**src/rtl/param_rf_if.sv**
```systemverilog
// Write / read / clear bundle for the param_rf register file.
// The master side drives requests; the slave side is the register file itself.
interface param_rf_if #(
  parameter int DATA_W = 32,
  parameter int ADDR_W = 5,
  parameter int NRD    = 2
);
  logic                   wr_en;
  logic [ADDR_W-1:0]      wr_addr;
  logic [DATA_W-1:0]      wr_data;
  logic                   wr_ready;
  logic [NRD*ADDR_W-1:0]  rd_addr;
  logic [NRD*DATA_W-1:0]  rd_data;
  logic                   clr_req;
  logic                   clr_busy;
  logic                   clr_done;

  modport master (
    output wr_en, wr_addr, wr_data, rd_addr, clr_req,
    input  wr_ready, rd_data, clr_busy, clr_done
  );

  modport slave (
    input  wr_en, wr_addr, wr_data, rd_addr, clr_req,
    output wr_ready, rd_data, clr_busy, clr_done
  );
endinterface

```
**src/rtl/param_rf.sv**
```systemverilog
// Parameterised register file: NRD combinational read ports, one write port, sequential flash-clear.
// Optional write-to-read forwarding is enabled by defining RF_BYPASS_EN.
module param_rf #(
  parameter int DATA_W   = 32,
  parameter int ADDR_W   = 5,
  parameter int NRD      = 2,
  parameter int ZERO_REG = 1
) (
  input  logic        i_clk,
  input  logic        i_rst,
  param_rf_if.slave   rf
);
  localparam int DEPTH = 1 << ADDR_W;

  typedef enum logic [1:0] {
    ST_IDLE  = 2'd0,
    ST_CLEAR = 2'd1,
    ST_DONE  = 2'd2
  } state_t;

  state_t             r_state;
  state_t             w_state_nxt;
  logic [ADDR_W-1:0]  r_ptr;
  logic [DATA_W-1:0]  r_mem [DEPTH];

  logic               w_wr_ready;
  logic               w_clr_busy;
  logic               w_clr_done;
  logic               w_ptr_last;
  logic               w_wr_zero;
  logic               w_wr_commit;
  logic [ADDR_W-1:0]  w_ra;
  logic [NRD*DATA_W-1:0] w_rd_data;

  assign w_ptr_last  = (r_ptr == {ADDR_W{1'b1}});
  // Writes to a hardwired-zero entry are acknowledged but dropped.
  assign w_wr_zero   = (ZERO_REG != 0) && (rf.wr_addr == {ADDR_W{1'b0}});
  assign w_wr_commit = rf.wr_en && w_wr_ready && !w_wr_zero;

  always_comb begin
    w_state_nxt = r_state;
    w_wr_ready  = 1'b1;
    w_clr_busy  = 1'b0;
    w_clr_done  = 1'b0;
    case (r_state)
      ST_IDLE: begin
        if (rf.clr_req) w_state_nxt = ST_CLEAR;
        else            w_state_nxt = ST_IDLE;
      end
      ST_CLEAR: begin
        w_wr_ready = 1'b0;
        w_clr_busy = 1'b1;
        if (w_ptr_last) w_state_nxt = ST_DONE;
        else            w_state_nxt = ST_CLEAR;
      end
      ST_DONE: begin
        w_clr_done  = 1'b1;
        w_state_nxt = ST_IDLE;
      end
      default: begin
        w_state_nxt = ST_IDLE;
      end
    endcase
  end

  always_ff @(posedge i_clk) begin
    if (!i_rst) begin
      r_state <= ST_IDLE;
      r_ptr   <= {ADDR_W{1'b0}};
    end else begin
      r_state <= w_state_nxt;
      if (r_state == ST_CLEAR) r_ptr <= r_ptr + ADDR_W'(1);
      else                     r_ptr <= {ADDR_W{1'b0}};
    end
  end

  // Clear sweep has priority over the write port; the write port is stalled meanwhile.
  always_ff @(posedge i_clk) begin
    if (!i_rst) begin
      for (int i = 0; i < DEPTH; i++) r_mem[i] <= '0;
    end else if (r_state == ST_CLEAR) begin
      r_mem[r_ptr] <= '0;
    end else if (w_wr_commit) begin
      r_mem[rf.wr_addr] <= rf.wr_data;
    end
  end

  always_comb begin
    w_rd_data = '0;
    w_ra      = '0;
    for (int k = 0; k < NRD; k++) begin
      w_ra = rf.rd_addr[k*ADDR_W +: ADDR_W];
      if ((ZERO_REG != 0) && (w_ra == {ADDR_W{1'b0}})) begin
        w_rd_data[k*DATA_W +: DATA_W] = '0;
      end
`ifdef RF_BYPASS_EN
      else if (rf.wr_en && w_wr_ready && (w_ra == rf.wr_addr)) begin
        w_rd_data[k*DATA_W +: DATA_W] = rf.wr_data;
      end
`endif
      else begin
        w_rd_data[k*DATA_W +: DATA_W] = r_mem[w_ra];
      end
    end
  end

  assign rf.wr_ready = w_wr_ready;
  assign rf.clr_busy = w_clr_busy;
  assign rf.clr_done = w_clr_done;
  assign rf.rd_data  = w_rd_data;
endmodule

```
**src/flat_wrapper.sv**
```systemverilog
// flat-port wrapper written by rule: the top's interface ports become plain ports
module param_rf_flat 
#(
  parameter int DATA_W   = 32,
  parameter int ADDR_W   = 5,
  parameter int NRD      = 2,
  parameter int ZERO_REG = 1
)
  (i_clk, i_rst, rf_wr_en, rf_wr_addr, rf_wr_data, rf_rd_addr, rf_clr_req, rf_wr_ready, rf_rd_data, rf_clr_busy, rf_clr_done);
  param_rf_if #(.DATA_W(DATA_W), .ADDR_W(ADDR_W), .NRD(NRD)) rf_i ();
  input  logic i_clk;
  input  logic i_rst;
  input wire logic [$bits(rf_i.wr_en)-1:0] rf_wr_en;
  input wire logic [$bits(rf_i.wr_addr)-1:0] rf_wr_addr;
  input wire logic [$bits(rf_i.wr_data)-1:0] rf_wr_data;
  input wire logic [$bits(rf_i.rd_addr)-1:0] rf_rd_addr;
  input wire logic [$bits(rf_i.clr_req)-1:0] rf_clr_req;
  output wire logic [$bits(rf_i.wr_ready)-1:0] rf_wr_ready;
  output wire logic [$bits(rf_i.rd_data)-1:0] rf_rd_data;
  output wire logic [$bits(rf_i.clr_busy)-1:0] rf_clr_busy;
  output wire logic [$bits(rf_i.clr_done)-1:0] rf_clr_done;
  assign rf_i.wr_en = rf_wr_en;
  assign rf_i.wr_addr = rf_wr_addr;
  assign rf_i.wr_data = rf_wr_data;
  assign rf_i.rd_addr = rf_rd_addr;
  assign rf_i.clr_req = rf_clr_req;
  assign rf_wr_ready = rf_i.wr_ready;
  assign rf_rd_data = rf_i.rd_data;
  assign rf_clr_busy = rf_i.clr_busy;
  assign rf_clr_done = rf_i.clr_done;
  param_rf #(.DATA_W(DATA_W), .ADDR_W(ADDR_W), .NRD(NRD), .ZERO_REG(ZERO_REG)) u_core (.i_clk(i_clk), .i_rst(i_rst), .rf(rf_i));
endmodule
```
**config.mk**
```make
export PLATFORM = sky130hd
export DESIGN_NAME = param_rf_flat
export DESIGN_NICKNAME = d
export VERILOG_FILES = /design/src/rtl/param_rf_if.sv /design/src/rtl/param_rf.sv /design/src/flat_wrapper.sv
export SDC_FILE = /design/constraint.sdc
export NUM_CORES = 2
export LEC_CHECK = 0
export ABC_AREA = 1
export CELL_PAD_IN_SITES_DETAIL_PLACEMENT = 1
export CELL_PAD_IN_SITES_GLOBAL_PLACEMENT = 2
export CORE_ASPECT_RATIO = 1.4
export CORE_MARGIN = 5
export CORE_UTILIZATION = 41
export DETAILED_ROUTE_END_ITERATION = 8
export PLACE_DENSITY = 0.83
export SYNTH_ARGS = -nofsm -noshare
export SYNTH_HDL_FRONTEND = slang
export SYNTH_SLANG_ARGS = --single-unit
export TNS_END_PERCENT = 20
```
**constraint.sdc**
```tcl
create_clock -name i_clk -period 4.5 [get_ports i_clk]
set_input_delay 0.675 -clock i_clk [delete_from_list [all_inputs] [get_ports i_clk]]
set_output_delay 0.675 -clock i_clk [all_outputs]
set_load 0.005 [all_outputs]
```
==> summary.md <==
| Metric | Value |
|---|---|
| DP Cell Count | `8688` |
| Met3 GRT Util | `5.61%` |
| Crit path DAT | `3.42 ns` |
| Drt first pass iters | `6` |
| WL final | `265000 µm` |
| Share of layout cells above drive strength 1 | `7.38%` |
| Max-slew violations | `0` |
| Post_cts resized | `0` |
| Hold Vio Cnt, Final | `0` |
| Port buffer count | `117` |
| Leakage | `24.3 nW` |
| Die height | `448 µm` |
| RSZ-0062 raised after global routing | `false` |
| Area Overhead vs Synth | `13.8%` |
| Final Critical Period | `4.09 ns` |
| Crit. End Element | `primary output` |
| Die Wd | `323 µm` |
| Worst min-delay path class | `in2reg` |
| Count leader, synth | `nand2_1` |
| Placeable core area | `136000 µm²` |
| Clk slew on worst S/H paths | `0.06 ns` |
| Final setup violation count | `0` |
| Antenna violations before repair | `3` |
| Primary FF master, synth | `edfxtp_1` |
| Seq/Total Area, Yosys | `55.0%` |
| Initial Util | `41.3%` |
| Die Area | `145000 µm²` |
| TritonCTS clock tree | `yes` |
| Worst setup SP type | `primary input` |
| Hold buffers post-CTS | `0` |
| HPWL after DPL | `152000 µm` |
| Grt ovf | `0` |
| GRT Overall Usage | `35.6%` |
| Total power | `23.6 mW` |
| DP Area | `60400 µm²` |
| Async SR Flop Fraction | `0%` |
| Post-synth top area share | `54.7%` |
| H-tree levels | `3` |
| Top Usage Layer GRT | `met2` |
| Status | `complete, no violations` |
| Syn Std Cell Area | `56200 µm²` |
| Post-synth top cells | `nand2_1 (2366), nand3_1 (1315), nor2_1 (1239)` |
| Avg Vias per Cell | `6.15` |
| Power Dens Cells | `369 nW/µm²` |
| Worst Clk Skew | `0.0242 ns` |
| Ports | `118` |
| Post-route insts no fill | `8901` |
| Fin area | `63900 µm²` |
| Fin crit share | `90.9%` |
| Clock Sinks | `1031` |
| Final ANT Viol Nets | `0` |
| Synth cell types | `28` |
| Placer Congestion | `0.863` |
| Max clock buf depth | `3` |
| Row cnt | `160` |
| Max-cap check violation count | `0` |
| Met2 usage in global routing | `60.0%` |
| Cells after Synth | `7125` |
| Avg Cell Area, Syn | `7.88 µm²` |
| Measured slew at the worst slew-check pin | `0.958 ns` |
| Final setup TNS | `0 ns` |
| Max Fclk | `244 MHz` |
| Area leader, netlist | `edfxtp_1` |
| # DRC | `0` |
| Critical Path RT | `3.83 ns` |
| Worst rel slew slack | `35.9%` |
| GR Util met1 | `43.9%` |
| Post-synth EDFFs | `1024` |
| Largest net degree at the start of global routing | `108` |
| Worst skew pair latency | `0.78 ns` |
| Vias in the first global route | `55100` |
| Clk root buf | `clkbuf_16` |
| CP Class | `in2out` |
| Initial DRC Count | `5953` |
| Number of synthesized register bits | `1031` |
| Ranking of synthesized cells by area | `edfxtp_1 (55%), nand2_1 (16%), nand3_1 (12%), nor2_1 (8.3%), clkbuf_1 (3.2%)` |
| Nets | `7074` |
| Vias post-DR | `54700` |
| CP max FO | `93` |
| Post-CTS setup buffers | `0` |
| TritonCTS Buffers | `113` |
| Synth warnings | `0` |
| Wire per inst | `29.7 µm` |
| Global-route wire length before repair | `377000 µm` |
| Worst vdd ir | `0.316 mV` |
report_power, final:
part / switching, mW / internal [mW]
clock: 4.12 / 5.17
sequential: 0.186 / 10.9
combinational: 2.33 / 0.915
total: 6.63 / 17.0
per-layer routing:
layer | vias to the layer above | share of wire [%]
met5 | - | 0.0042
met4 | 2 | 6.4
met3 | 800 | 8.5
met2 | 2836 | 48
met1 | 27700 | 38
li1 | 23400 | -
layout by cell type (no fill, tap or decap), drive strengths merged, types with 7 or more instances in the layout:
cell	n
a21oi	234
buf	277
bufinv	7
clkbuf	147
clkdlybuf4s50	106
clkinv	54
conb	32
dfxtp	7
edfxtp	1024
inv	86
nand2	2374
nand3	1316
nor2	1249
o21ai	194
layout make-up:
| class | instances | area, µm² |
|---|---|---|
| diodes | 2 | 5.00 |
| clock buffers | 147 | 3070 |
| clock inverters | 64 | 480 |
| fillers | 16200 | 72000 |
| inverters | 85 | 358 |
| multi-input cells | 5407 | 22800 |
| flip-flops and latches | 1031 | 30900 |
| well taps | 1782 | 2230 |
| repair buffers | 383 | 4140 |
registers in the layout (all words and copies together) (netlist names):
register	cells
u_core.r_mem	1024
u_core.r_state	2
u_core.r_ptr	5
worst max-delay path, stage by stage:
cell,delay (ns)
buf_8,0.31
buf_12,0.41
a21oi_1,0.12
o21ai_0,0.11
nand3_1,0.14
nand3_1,0.18
nor2_1,0.10
nor2_1,0.57
clkdlybuf4s50_1,0.64
final timing paths:
check	from	endpoint	slack, ns	cells past startpoint
min	i_rst	u_core.r_ptr[1]$_SDFF_PN0_	0.31	3
min reg2reg	u_core.r_ptr[0]$_SDFF_PN0_	u_core.r_ptr[0]$_SDFF_PN0_	0.47	1
max	rf_rd_addr[0]	rf_rd_data[16]	0.41	9
max reg2reg	u_core.r_state[0]$_SDFF_PN0_	u_core.r_mem[16][25]$_SDFFCE_PN0P_	1.44	11
cells by family after synthesis:
kind of cell,after synthesis,synth area share [%]
flip-flops,1031,55.0
AND/OR/NAND/NOR,4943,36.1
other,1,0.00668
adder cells (fa/ha/maj),2,0.0445
buffers and inverters,718,4.96
AO/OA/AOI/OAI,430,3.87
stage by stage:
stage,hold slack (ns),setup WS (ns),util [%]
floorplan,0.430,1.29,-
global placement,0.452,0.534,44.4
detailed placement,0.460,0.525,44.4
CTS,0.298,0.525,47.0
global route,0.353,0.320,47.0
finish,0.314,0.407,47.0
Power figures use the tool's default switching activity.
